## src/rtl/i2ss_rx_if.sv

```systemverilog
// i2ss_rx_if: stereo sample port carrying one left/right pair per valid/ready handshake.
interface i2ss_rx_if #(
    parameter int DW = 24
);
    logic          o_valid;
    logic          i_ready;
    logic [DW-1:0] o_left;
    logic [DW-1:0] o_right;
    modport master(output o_valid, o_left, o_right, input i_ready);
    modport slave(input o_valid, o_left, o_right, output i_ready);
endinterface

```

## src/rtl/i2ss_rx.sv

```systemverilog
// i2ss_rx: I2S slave receiver delivering completed left/right pairs on a valid/ready port.
// Define I2SS_RX_SYNC_EN to put 2-flop synchronizers on sclk, lrclk and sdata.
module i2ss_rx #(
    parameter int DW = 24
) (
    input  logic      clk,
    input  logic      rstn,
    input  logic      en,
    input  logic      sclk,
    input  logic      lrclk,
    input  logic      sdata,
    input  logic      clr,
    output logic      o_ovf,
    output logic      o_ferr,
    i2ss_rx_if.master st
);
    localparam int CW = $clog2(DW) + 1;
    typedef enum logic [1:0] {IDLE, SYNC, WAIT_L, WAIT_R} state_t;
    state_t        state_q, state_d;
    logic          sclk_s, lr_s, sd_s;
    logic          sclk_prev_q, sclk_prev_d, lr_prev_q, lr_prev_d;
    logic          chan_q, chan_d, done_q, done_d;
    logic [CW-1:0] cnt_q, cnt_d;
    logic [DW-1:0] shift_q, shift_d, left_q, left_d;
    logic [DW-1:0] out_l_q, out_l_d, out_r_q, out_r_d;
    logic          valid_q, valid_d, ovf_q, ovf_d, ferr_q, ferr_d;
    logic          rise, bnd, active, short_slot, pair, load;

`ifdef I2SS_RX_SYNC_EN
    logic [2:0] meta_q, meta_d, sync_q, sync_d;
    assign meta_d = {sclk, lrclk, sdata};
    assign sync_d = meta_q;
    always_ff @(posedge clk or negedge rstn) begin
        if (!rstn) begin
            meta_q <= '0;
            sync_q <= '0;
        end else begin
            meta_q <= meta_d;
            sync_q <= sync_d;
        end
    end
    assign {sclk_s, lr_s, sd_s} = sync_q;
`else
    assign {sclk_s, lr_s, sd_s} = {sclk, lrclk, sdata};
`endif

    always_comb begin
        rise        = sclk_s & ~sclk_prev_q;
        bnd         = rise & (lr_s != lr_prev_q);
        active      = (state_q == WAIT_L) || (state_q == WAIT_R);
        short_slot  = active & bnd & (cnt_q != '0) & (cnt_q < CW'(DW));
        // done_q marks the cycle after a word filled; the right word is still in shift_q
        pair        = done_q & chan_q & (state_q == WAIT_R);
        load        = pair & (~valid_q | st.i_ready);
        sclk_prev_d = sclk_s;
        lr_prev_d   = rise ? lr_s : lr_prev_q;
        chan_d      = bnd ? lr_s : chan_q;
        cnt_d       = cnt_q;
        shift_d     = shift_q;
        done_d      = 1'b0;
        if (!active || bnd) begin
            cnt_d = '0;
        end else if (rise && (cnt_q < CW'(DW))) begin
            shift_d = {shift_q[DW-2:0], sd_s};
            cnt_d   = cnt_q + 1'b1;
            done_d  = (cnt_q == CW'(DW - 1));
        end
        left_d  = (done_q & ~chan_q & active) ? shift_q : left_q;
        state_d = state_q;
        if (!en)
            state_d = IDLE;
        else if (state_q == IDLE)
            state_d = SYNC;
        else if (state_q == SYNC)
            state_d = (bnd & ~lr_s) ? WAIT_L : SYNC;
        else if (short_slot)
            state_d = WAIT_L;
        else if (state_q == WAIT_L)
            state_d = (done_q & ~chan_q) ? WAIT_R : WAIT_L;
        else
            state_d = pair ? WAIT_L : WAIT_R;
        valid_d = load | (valid_q & ~st.i_ready);
        out_l_d = load ? left_q : out_l_q;
        out_r_d = load ? shift_q : out_r_q;
        ovf_d   = (pair & ~load) | (ovf_q & ~clr);
        ferr_d  = short_slot | (ferr_q & ~clr);
    end

    always_ff @(posedge clk or negedge rstn) begin
        if (!rstn) begin
            state_q     <= IDLE;
            sclk_prev_q <= 1'b0;
            lr_prev_q   <= 1'b0;
            chan_q      <= 1'b0;
            done_q      <= 1'b0;
            cnt_q       <= '0;
            shift_q     <= '0;
            left_q      <= '0;
            out_l_q     <= '0;
            out_r_q     <= '0;
            valid_q     <= 1'b0;
            ovf_q       <= 1'b0;
            ferr_q      <= 1'b0;
        end else begin
            state_q     <= state_d;
            sclk_prev_q <= sclk_prev_d;
            lr_prev_q   <= lr_prev_d;
            chan_q      <= chan_d;
            done_q      <= done_d;
            cnt_q       <= cnt_d;
            shift_q     <= shift_d;
            left_q      <= left_d;
            out_l_q     <= out_l_d;
            out_r_q     <= out_r_d;
            valid_q     <= valid_d;
            ovf_q       <= ovf_d;
            ferr_q      <= ferr_d;
        end
    end

    assign st.o_valid = valid_q;
    assign st.o_left  = out_l_q;
    assign st.o_right = out_r_q;
    assign o_ovf      = ovf_q;
    assign o_ferr     = ferr_q;
endmodule

```

## src/flat_wrapper.sv

```systemverilog
// flat-port wrapper written by rule: the top's interface ports become plain ports
module i2ss_rx_flat 
#(
    parameter int DW = 24
)
  (clk, rstn, en, sclk, lrclk, sdata, clr, o_ovf, o_ferr, st_o_valid, st_o_left, st_o_right, st_i_ready);
  i2ss_rx_if #(.DW(DW)) st_i ();
  input  logic clk;
  input  logic rstn;
  input  logic en;
  input  logic sclk;
  input  logic lrclk;
  input  logic sdata;
  input  logic clr;
  output logic o_ovf;
  output logic o_ferr;
  output wire logic [$bits(st_i.o_valid)-1:0] st_o_valid;
  output wire logic [$bits(st_i.o_left)-1:0] st_o_left;
  output wire logic [$bits(st_i.o_right)-1:0] st_o_right;
  input wire logic [$bits(st_i.i_ready)-1:0] st_i_ready;
  assign st_o_valid = st_i.o_valid;
  assign st_o_left = st_i.o_left;
  assign st_o_right = st_i.o_right;
  assign st_i.i_ready = st_i_ready;
  i2ss_rx #(.DW(DW)) u_core (.clk(clk), .rstn(rstn), .en(en), .sclk(sclk), .lrclk(lrclk), .sdata(sdata), .clr(clr), .o_ovf(o_ovf), .o_ferr(o_ferr), .st(st_i));
endmodule
```

## config.mk

```make
export PLATFORM = sky130hd
export DESIGN_NAME = i2ss_rx_flat
export DESIGN_NICKNAME = d
export VERILOG_FILES = /design/src/rtl/i2ss_rx_if.sv /design/src/rtl/i2ss_rx.sv /design/src/flat_wrapper.sv
export SDC_FILE = /design/constraint.sdc
export NUM_CORES = 1
export LEC_CHECK = 0
export ABC_CLOCK_PERIOD_IN_PS = 2100
export CELL_PAD_IN_SITES_DETAIL_PLACEMENT = 0
export CELL_PAD_IN_SITES_GLOBAL_PLACEMENT = 1
export CORE_MARGIN = 3
export CORE_UTILIZATION = 42
export CTS_BUF_LIST = sky130_fd_sc_hd__clkbuf_16
export CTS_CLUSTER_SIZE = 30
export DETAILED_ROUTE_END_ITERATION = 10
export PLACE_DENSITY = 0.83
export SLEW_MARGIN = 20
export SYNTH_ARGS = -nofsm -noshare
export SYNTH_HDL_FRONTEND = slang
export SYNTH_SLANG_ARGS = --single-unit
```

## constraint.sdc

```tcl
create_clock -name clk -period 2.1 [get_ports clk]
set_clock_uncertainty 0.2 [all_clocks]
set_input_delay 0.63 -clock clk [delete_from_list [all_inputs] [get_ports clk]]
set_output_delay 0.63 -clock clk [all_outputs]
set_load 0.02 [all_outputs]
```

==> results.md <==
* Largest net degree at the start of global routing at between 100 and 150
* Grt met1 use at between 15 and 20%
* DP Worst Slack at -0.276 ns
* CTS tree: yes
* Critical Path AT at 2.02 ns
* All-Layer GR Usage at 13.5%
* Status: completed
* IO Port Bufs at 58
* Worst setup margin at 0.106 ns
* Most common cell after layout, fill and taps aside: dfrtp_1
* Pins Over Slew Limit at 0
* Clk slew on worst S/H paths at 0.08 ns
* VDD IR max at 0.000379 V
* Routing usage on met2 at 21.4%
* Yosys top cell area share at a little under two thirds
* Worst R2R Path Depth at 4
* Number of global-route vias before repair at 2433
* Slew of the pin with the lowest slew margin at 0.595 ns
* Finish-stage setup viols at 0
* Peak Freq at 0.502 GHz
* Initial Util at 43.9%
* Worst EP required at between 2 and 2.5 ns
* Cts hold-fix bufs at 0
* Critical Path Stages at 6
* RSZ-0062 raised after global routing: no
* Synth warn at 0
* Syn nets at about 280
* Post-CTS Resized at 51
* Clock Latency Late Sink at 0.35 ns
* Drt pass-1 iters at 4
* Synthesized instance count at 272
* Synth area leaders: dfrtp_1 (64%), mux2_2 (20%), mux2_4 (6.9%)
* Area leader, netlist: dfrtp_1
* Die Span X at 108 um
* Sequential area share after synthesis at between 60% and 70%
* Post-layout util at a little over half
* Nets at 354
* Ant. Diodes at 0
* Area growth from synthesis to layout at 24.3%
* CTS Buf Count at 9
* Hold Crit Class: in2async
* Setup bufs post-CTS at 0
* R2R Setup Slk at 0.38 ns
* Die outline area at about 0.012 mm^2
* Gr busiest metal: met2
* Critical Path End Type: flip-flop
* CP Max Fanout at 24
* Detail Placement HPWL at around 4600 um
* Antenna violations before repair at 0
* PD cells at between 700 and 800 mW/mm^2
* Mapped Area at 0.00437 mm^2
* Core area at around 0.01 mm^2
* Crit path cell chain: clkdlybuf4s50_1, xnor2_1, buf_4, nand4_4, buf_12, mux2_2
* Critical-path top delay cell: clkdlybuf4s50_1
* Placed cell area at 0.00520 mm^2
* Root buf cell: clkbuf_16
* CP bufs+invs at 3
* Fin Hold WS at 0.116 ns
* Period utilisation layout at 95.0%
* Final TNS setup at 0 ns
* Clock Path Buffers at 2
* Top-level I/O count at 59
* Max incr delay on CP at 0.44 ns
* Fin crit period at 1.99 ns
* Post-route DRC at 0
* Delay-heaviest family, CP: buffers and inverters
* Global-route wire length before repair at 12200 um
* Final hold violations at 0
* Vias at 2346
* TritonCTS sink count at 111
* Register area at 0.00278 mm^2
* Leakage at just under 3 nW
* Height of the die at ~110 um
* CP startpoint kind: input pin
* Multi-input logic area at 0.00150 mm^2
* Fill count at 839
* GPL Wtd Cong at 0.682
* Total global routing overflow at 0
* Number of maximum-capacitance violations at 0
* Reg-to-reg endpoint: u_core.st.o_right[5]
* Yosys reg bits at 111
* Vias per Instance at 4.87
* Max-Slew Margin vs Limit at 60.3%
* Most frequent cells in the layout: dfrtp_1 (111), mux2_2 (76), dlygate4sd2_1 (51)
* GR Util met3 at 2.75%
* Antenna-violating nets left at 0
* 1st-iter DRT viols at 89
* Share of layout cells above drive strength 1 at 37.5%
* DRT Wirelength at ~7300 um
* Mean Syn Cell Area at 16.1 um^2
* Setup crit end: u_core.shift_q[1]
* Routed len/inst at 15.2 um
* Htree depth at 3
* Crit. Startpoint: lrclk
* Setup CP Type: in2reg
* # rows at 36
* RR Startpoint: u_core.chan_q
* Number of distinct library cells after synthesis at 29
* Design Area, Final at 0.00543 mm^2
power breakdown:
part	switching [W]	total, W	internal [W]
logic	0.0000611	0.000101	0.0000395
registers	0.00000913	0.00215	0.00214
clock network	0.000813	0.00165	0.000835
synthesized netlist by cell type (all sizes together):
cell type / n
a21o: 1
a21oi: 3
a31oi: 2
and3: 3
buf: 11
dfrtp: 111
ha: 2
inv: 3
mux2: 96
nand2: 9
nand2b: 3
nand3: 4
nand3b: 1
nand4: 2
nor2: 6
nor2b: 3
nor3: 2
nor4b: 1
o2111ai: 1
o21ai: 2
o2bb2ai: 2
xnor2: 3
xor2: 1
flip-flops by register name (all words and copies together) (netlist names), 2 cells and up:
| signal | cells |
|---|---|
| u_core.cnt_q | 6 |
| u_core.left_q | 24 |
| u_core.shift_q | 24 |
| u_core.st.o_left | 24 |
| u_core.st.o_right | 24 |
| u_core.state_q | 2 |
how the worst min path moves through the flow:
stage                                       to  slack (ns)  cells past startpoint
after global routing      u_core.st.o_left[15]        0.17                      2
after global placement           u_core.o_ferr        0.26                      1
after CTS                    u_core.left_q[16]        0.18                      2
after detailed placement         u_core.o_ferr        0.27                      1
after floorplan                  u_core.chan_q        0.13                      0
final                     u_core.st.o_left[15]        0.12                      2
per-stage QoR:
stage,instances,total power (W)
floorplan,272,0.00222
global placement,466,0.00230
detailed placement,466,0.00230
CTS,482,0.00395
global route,482,0.00406
finish,482,0.00390
logic make-up after synthesis:
logic type	count (synthesis)	share of synthesized area, %
AO/OA/AOI/OAI	11	1.89
XOR/XNOR	4	0.802
adder cells (fa/ha/maj)	2	0.573
buffers and inverters	14	2.21
flip-flops	111	63.6
multiplexers	96	26.5
AND/OR/NAND/NOR	34	4.47
layout make-up:
| class | instances | share of cell area (%) |
|---|---|---|
| Clock buffer | 9 | 4.15 |
| Clock inverter | 7 | 1.22 |
| Inverter | 3 | 0.207 |
| Multi-Input combinational cell | 147 | 27.6 |
| Sequential cell | 111 | 51.2 |
| Tap cell | 133 | 3.06 |
| Timing Repair Buffer | 72 | 12.6 |
metal layers:
layer	vias up	share of wire, %
met5	-	0
met4	0	1.4
met3	7	3.1
met2	39	48
met1	1196	47
li1	1104	-
worst register-to-register path, delay by kind of cell, from the launching register on:
family	cells	cell delay, ns
buffers and inverters	1	0.22
flip-flops	1	0.44
multiplexers	1	0.36
AND/OR/NAND/NOR	2	0.39
No activity file was read; power rests on OpenSTA's default activity.
